`src/rtl/seg_scan_controller.sv`:
```
// Multiplexed 7-segment scan controller: shares one hex decoder across NUM_DIGITS
// common-anode digits, with per-slot blanking guard, tear-free updates and leading-zero blanking.
module seg_scan_controller #(
    parameter int unsigned NUM_DIGITS   = 4,
    parameter int unsigned REFRESH_DIV  = 50000,
    parameter int unsigned BLANK_CYCLES = 16
) (
    input  logic                    clk,
    input  logic                    rst_n,
    input  logic                    enable,
    input  logic [4*NUM_DIGITS-1:0] value,
    input  logic                    update,
    input  logic                    lz_blank_en,
    output logic [3:0]              digit_out,
    output logic [NUM_DIGITS-1:0]   digit_sel,
    output logic                    frame_done
);

    localparam int unsigned CNT_W = (REFRESH_DIV > 1) ? $clog2(REFRESH_DIV) : 1;
    localparam int unsigned IDX_W = (NUM_DIGITS > 1) ? $clog2(NUM_DIGITS) : 1;
    localparam int unsigned VAL_W = 4 * NUM_DIGITS;

    localparam logic [CNT_W-1:0] CNT_LAST       = CNT_W'(REFRESH_DIV - 1);
    localparam logic [CNT_W-1:0] CNT_BLANK_LAST = CNT_W'(BLANK_CYCLES - 1);
    localparam logic [IDX_W-1:0] IDX_LAST       = IDX_W'(NUM_DIGITS - 1);

    typedef enum logic [1:0] {
        IDLE  = 2'd0,
        BLANK = 2'd1,
        SHOW  = 2'd2
    } state_t;

    state_t             state;
    state_t             state_nx;
    logic [CNT_W-1:0]   cnt;
    logic [CNT_W-1:0]   cnt_nx;
    logic [IDX_W-1:0]   idx;
    logic [IDX_W-1:0]   idx_nx;
    logic [VAL_W-1:0]   staging;
    logic [VAL_W-1:0]   shadow;
    logic [VAL_W-1:0]   shadow_nx;
    logic               pending;
    logic               pending_nx;
    logic               frame_load;
    logic [NUM_DIGITS-1:0] lz_mask;
    logic [NUM_DIGITS-1:0] digit_sel_nx;
    logic [3:0]         digit_out_nx;
    logic               frame_done_nx;

    // Digit i is blanked when it and every more-significant digit are zero (digit 0 never).
    always_comb begin
        logic zero_run;
        zero_run = 1'b1;
        lz_mask  = '0;
        for (int i = NUM_DIGITS - 1; i >= 0; i--) begin
            zero_run   = zero_run & (shadow[4*i +: 4] == 4'h0);
            lz_mask[i] = lz_blank_en & zero_run & (i > 0);
        end
    end

    // Next-state, shadow load and next output values.
    always_comb begin
        state_nx      = state;
        cnt_nx        = cnt;
        idx_nx        = idx;
        frame_load    = 1'b0;
        shadow_nx     = shadow;
        pending_nx    = pending;
        digit_sel_nx  = '1;
        digit_out_nx  = 4'hF;
        frame_done_nx = 1'b0;

        if (!enable) begin
            state_nx = IDLE;
            cnt_nx   = '0;
            idx_nx   = '0;
        end else begin
            unique case (state)
                IDLE: begin
                    state_nx   = BLANK;
                    cnt_nx     = '0;
                    idx_nx     = '0;
                    frame_load = 1'b1;
                end
                BLANK: begin
                    cnt_nx = cnt + 1'b1;
                    if (cnt == CNT_BLANK_LAST) begin
                        state_nx = SHOW;
                    end
                end
                SHOW: begin
                    if (cnt == CNT_LAST) begin
                        state_nx   = BLANK;
                        cnt_nx     = '0;
                        frame_load = (idx == IDX_LAST);
                        idx_nx     = (idx == IDX_LAST) ? '0 : idx + 1'b1;
                    end else begin
                        cnt_nx = cnt + 1'b1;
                    end
                end
                default: begin
                    state_nx = IDLE;
                    cnt_nx   = '0;
                    idx_nx   = '0;
                end
            endcase
        end

        // A strobe coinciding with the frame start bypasses staging.
        if (frame_load) begin
            if (update) begin
                shadow_nx = value;
            end else if (pending) begin
                shadow_nx = staging;
            end
            pending_nx = 1'b0;
        end else if (update) begin
            pending_nx = 1'b1;
        end

        // SHOW is never entered on a shadow-load edge, so the current shadow is the one displayed.
        if (state_nx == SHOW) begin
            for (int i = 0; i < NUM_DIGITS; i++) begin
                if (idx_nx == IDX_W'(i)) begin
                    digit_sel_nx[i] = 1'b0;
                    digit_out_nx    = lz_mask[i] ? 4'hF : shadow[4*i +: 4];
                end
            end
            frame_done_nx = (idx_nx == IDX_LAST) && (cnt_nx == CNT_LAST);
        end
    end

    // State, datapath and registered outputs.
    always_ff @(posedge clk or negedge rst_n) begin
        if (!rst_n) begin
            state      <= IDLE;
            cnt        <= '0;
            idx        <= '0;
            staging    <= '0;
            shadow     <= '0;
            pending    <= 1'b0;
            digit_sel  <= '1;
            digit_out  <= 4'hF;
            frame_done <= 1'b0;
        end else begin
            state      <= state_nx;
            cnt        <= cnt_nx;
            idx        <= idx_nx;
            shadow     <= shadow_nx;
            pending    <= pending_nx;
            digit_sel  <= digit_sel_nx;
            digit_out  <= digit_out_nx;
            frame_done <= frame_done_nx;
            if (update) begin
                staging <= value;
            end
        end
    end

endmodule
```
`config.mk`:
```
export PLATFORM = sky130hd
export DESIGN_NAME = seg_scan_controller
export DESIGN_NICKNAME = d
export VERILOG_FILES = /design/src/rtl/seg_scan_controller.sv
export SDC_FILE = /design/constraint.sdc
export NUM_CORES = 1
export LEC_CHECK = 0
export BUFFER_PORTS_ARGS = -buffer_cell sky130_fd_sc_hd__buf_2
export CORE_MARGIN = 10
export CORE_UTILIZATION = 60
export CTS_BUF_LIST = sky130_fd_sc_hd__clkbuf_4
export DETAILED_ROUTE_END_ITERATION = 16
export PLACE_DENSITY = 0.83
export SETUP_SLACK_MARGIN = 0.05
export SLEW_MARGIN = 5
export SYNTH_ARGS = -nofsm -noshare
export SYNTH_HDL_FRONTEND = slang
export SYNTH_SLANG_ARGS = --single-unit
```
`constraint.sdc`:
```
create_clock -name clk -period 3 [get_ports clk]
set_input_delay 0.15 -clock clk [delete_from_list [all_inputs] [get_ports clk]]
set_output_delay 0.15 -clock clk [all_outputs]
set_load 0.005 [all_outputs]
```
==> flow_metrics.tcl <==
set metrics [dict create \
    run_status "complete, no violations" \
    worst_pin_slew_ps 1030 \
    grt_use_total_pct 15.6 \
    grt_pass1_vias 2167 \
    critPathCaptureType "flop" \
    initial_utilization_pct 62.6 \
    cts_tree "yes" \
    rsz0062_at_grt "no" \
    cts_buffer_depth 2 \
    ys_types 47 \
    ctsHoldBuffers 17 \
    place_area_um2 3180 \
    wl_per_cell_um 16.5 \
    drt_iter0_drc 111 \
    hp-class "primary input to flop" \
    power_leakage_uw 0.00145 \
    top_level_ports 30 \
    grt_pass1_wl_um 10300 \
    fin_skew_ps 12.6 \
    fin_tns_setup_ps 0 \
    synth.avg_cell_area_um2 11.7 \
    synth_xor_area_share_pct 4.68 \
    drive_gt1_share_pct 31.6 \
    numCtsBuffers 9 \
    synth_top_family_by_area "simple AND/OR/NAND/NOR gates" \
    synth-adder-area-share_pct 2.51 \
    synth_simple_gate_area_share_pct 15.9 \
    grt_max_degree 46 \
    antenna_left 0 \
    die_area_um2 8220 \
    layout.nets 332 \
    syn-instance-count 257 \
    vias 2137 \
    pwr_density_cell_nw_per_um2 505 \
    first_pass_iters 4 \
    num_rows 25 \
    cts-resized-gates 0 \
    diodes 0 \
    areaGrowthSynthToFinish_pct 16.5 \
    synth-compound-area-share_pct 7.01 \
    gp_congestion 0.890 \
    finalCritPeriodShare_pct 92.5 \
    fp.dieH_um 90.7 \
    antenna_found_initial 0 \
    synth_fp_nets 284 \
    hold_viol 0 \
    max_freq_mhz 361 \
    ys_warn_count 0 \
    ys_seq_area_share_pct 52.1 \
    crit_family "simple AND/OR/NAND/NOR gates" \
    path_max_fanout 16 \
    via_per_inst 5.67 \
    worst-setup-path-type "flop to flop" \
    dp_cells 344 \
    cpMaxStageDelayCell "or4_4" \
    io_buffers 29 \
    final_area_um2 3490 \
    min_period_ps 2770 \
    power_uw 1760 \
    fin_hold_ws_ps 52.5 \
    final_cells 377 \
    cts_setup_buffers 0 \
    path_clk_slew_ps 100 \
    ys_ff_latch 62 \
    worstPathRequired_ps 3300 \
    overflow 0 \
    setup_viol 0 \
    clockRootBuffer "clkbuf_4" \
    crit_buf_inv 0 \
    arrival_ps 3070 \
    muxShareOfSynthArea_pct 14.7 \
    routed_wl_um 6240 \
    die_w_um 90.7 \
    maxSlewHeadroom_pct 31.4 \
    critPathMaxStageDelay_ps 570 \
    coreArea_um2 4790 \
    critPathLaunchType "flop" \
    dpl.hpwl_um 4310 \
    drv_cap 0 \
    synth_area_um2 3000 \
    path_cells "or4_4 > nor4_4 > a31oi_1 > nor2b_2 > o21ai_2 > mux2_4" \
    cts_htree_levels 3 \
    drc 0 \
    clock_latency_ps 400 \
    clkSinkCount 62 \
    ir_worst_vdd_v 0.000350 \
    finalMaxSlewViolations 0 \
]
[flip-flops by register name, indices dropped and copies added, names as in the netlist]
name and flops:
pending 1, idx 2, frame_done 1, cnt 16, digit_out 4, staging 16, state 2, digit_sel 4
shadow 16
[cell type report]
class,count,area [µm²]
clock buffer,10,75.1
multi-input combinational,176,1340
sequential,62,1560
inverter,7,26.3
timing repair buffer,49,338
clock inverter,6,62.6
fill,352,1300
tap,67,83.8
[where the power goes]
group          internal [µW]  switching [µW]
Combinational            131            83.9
Clock                    260             313
Sequential               917            58.8
[cell usage in the layout, fill, tap and decap left out, types with 2 or more instances in the layout]
| master | instances |
|---|---|
| a21oi_1 | 3 |
| a31oi_1 | 3 |
| and3_1 | 3 |
| buf_2 | 29 |
| buf_4 | 3 |
| clkbuf_4 | 10 |
| clkinv_2 | 2 |
| clkinvlp_4 | 3 |
| dfrtp_1 | 54 |
| dfstp_2 | 8 |
| dlygate4sd3_1 | 17 |
| ha_1 | 6 |
| inv_1 | 6 |
| mux2_2 | 24 |
| mux2_4 | 10 |
| mux2i_1 | 2 |
| nand2_1 | 18 |
| nand2b_1 | 4 |
| nand3_1 | 13 |
| nand4_1 | 7 |
| nor2_1 | 24 |
| nor3_1 | 3 |
| nor4_1 | 8 |
| o21ai_0 | 3 |
| o221ai_1 | 8 |
| xnor2_1 | 7 |
| xor2_1 | 9 |
[kinds of logic after synthesis]
| group | Yosys count |
|---|---|
| xor+xnor | 16 |
| flops | 62 |
| fa+ha+maj | 6 |
| compound gates | 27 |
| buf+inv | 19 |
| mux | 36 |
| simple gates | 91 |
[worst reg2reg max path, stage by stage, from the launching register on]
cell,delay [ps]
dfrtp_1,470
or4_4,570
nor4_4,530
a31oi_1,180
nor2b_2,190
o21ai_2,300
mux2_4,410
[cells in the mapped netlist, drive strengths merged]
| master | number | share of area, % |
|---|---|---|
| o2111ai | 1 | 0.29 |
| nor2 | 24 | 3.0 |
| nor4 | 9 | 2.4 |
| and2 | 1 | 0.21 |
| o211ai | 1 | 0.25 |
| xnor2 | 7 | 2.0 |
| nor3 | 3 | 0.50 |
| dfstp | 8 | 7.0 |
| or4b | 1 | 0.33 |
| o2111a | 1 | 0.38 |
| dfrtp | 54 | 45 |
| or3 | 1 | 0.21 |
| buf | 8 | 1.7 |
| mux2i | 2 | 0.67 |
| mux2 | 34 | 14 |
| nand4b | 1 | 0.29 |
| a31oi | 3 | 0.63 |
| o21bai | 1 | 0.38 |
| nand2b | 4 | 0.83 |
| and3 | 3 | 0.63 |
| a21oi | 3 | 0.50 |
| clkbuf | 4 | 0.50 |
| o221a | 1 | 0.38 |
| inv | 7 | 0.88 |
| or2 | 2 | 0.42 |
| a31o | 1 | 0.29 |
| o2bb2ai | 1 | 0.29 |
| o21ai | 4 | 0.79 |
| or4 | 1 | 0.38 |
| xor2 | 9 | 2.6 |
| nand2 | 18 | 2.3 |
| o31ai | 1 | 0.25 |
| and2b | 1 | 0.25 |
| and4 | 1 | 0.29 |
| nor2b | 1 | 0.29 |
| o221ai | 8 | 2.3 |
| a21boi | 1 | 0.25 |
| ha | 6 | 2.5 |
| nand3 | 13 | 2.2 |
| nand4 | 7 | 1.5 |
[through the flow]
stage               setup WS (ps)  util [%]
detailed placement            284      66.5
floorplan                     530         -
global route                 70.7      72.9
CTS                           271      72.9
global placement              386      66.5
finish                        226      72.9
[layer usage]
metal | track usage (%) | part of all wire (%)
met1 | 18.6 | 44
met2 | 25.1 | 50
met3 | 5.49 | 4.9
met4 | 6.23 | 1.3
met5 | 0 | 0
[final timing paths]
check | start | end | slack, ps | cells after the start
worst max-delay path | cnt[11] | shadow[9] | 230 | 6
min in group asynchronous | rst_n | shadow[4] | 430 | 2
max in group asynchronous | rst_n | staging[10] | 1780 | 3
worst min-delay path | enable | state[1] | 50 | 3
worst min register to register | staging[1] | staging[1] | 510 | 1
worst max register to register | cnt[11] | shadow[9] | 230 | 6
(Power assumes the default switching activity.)
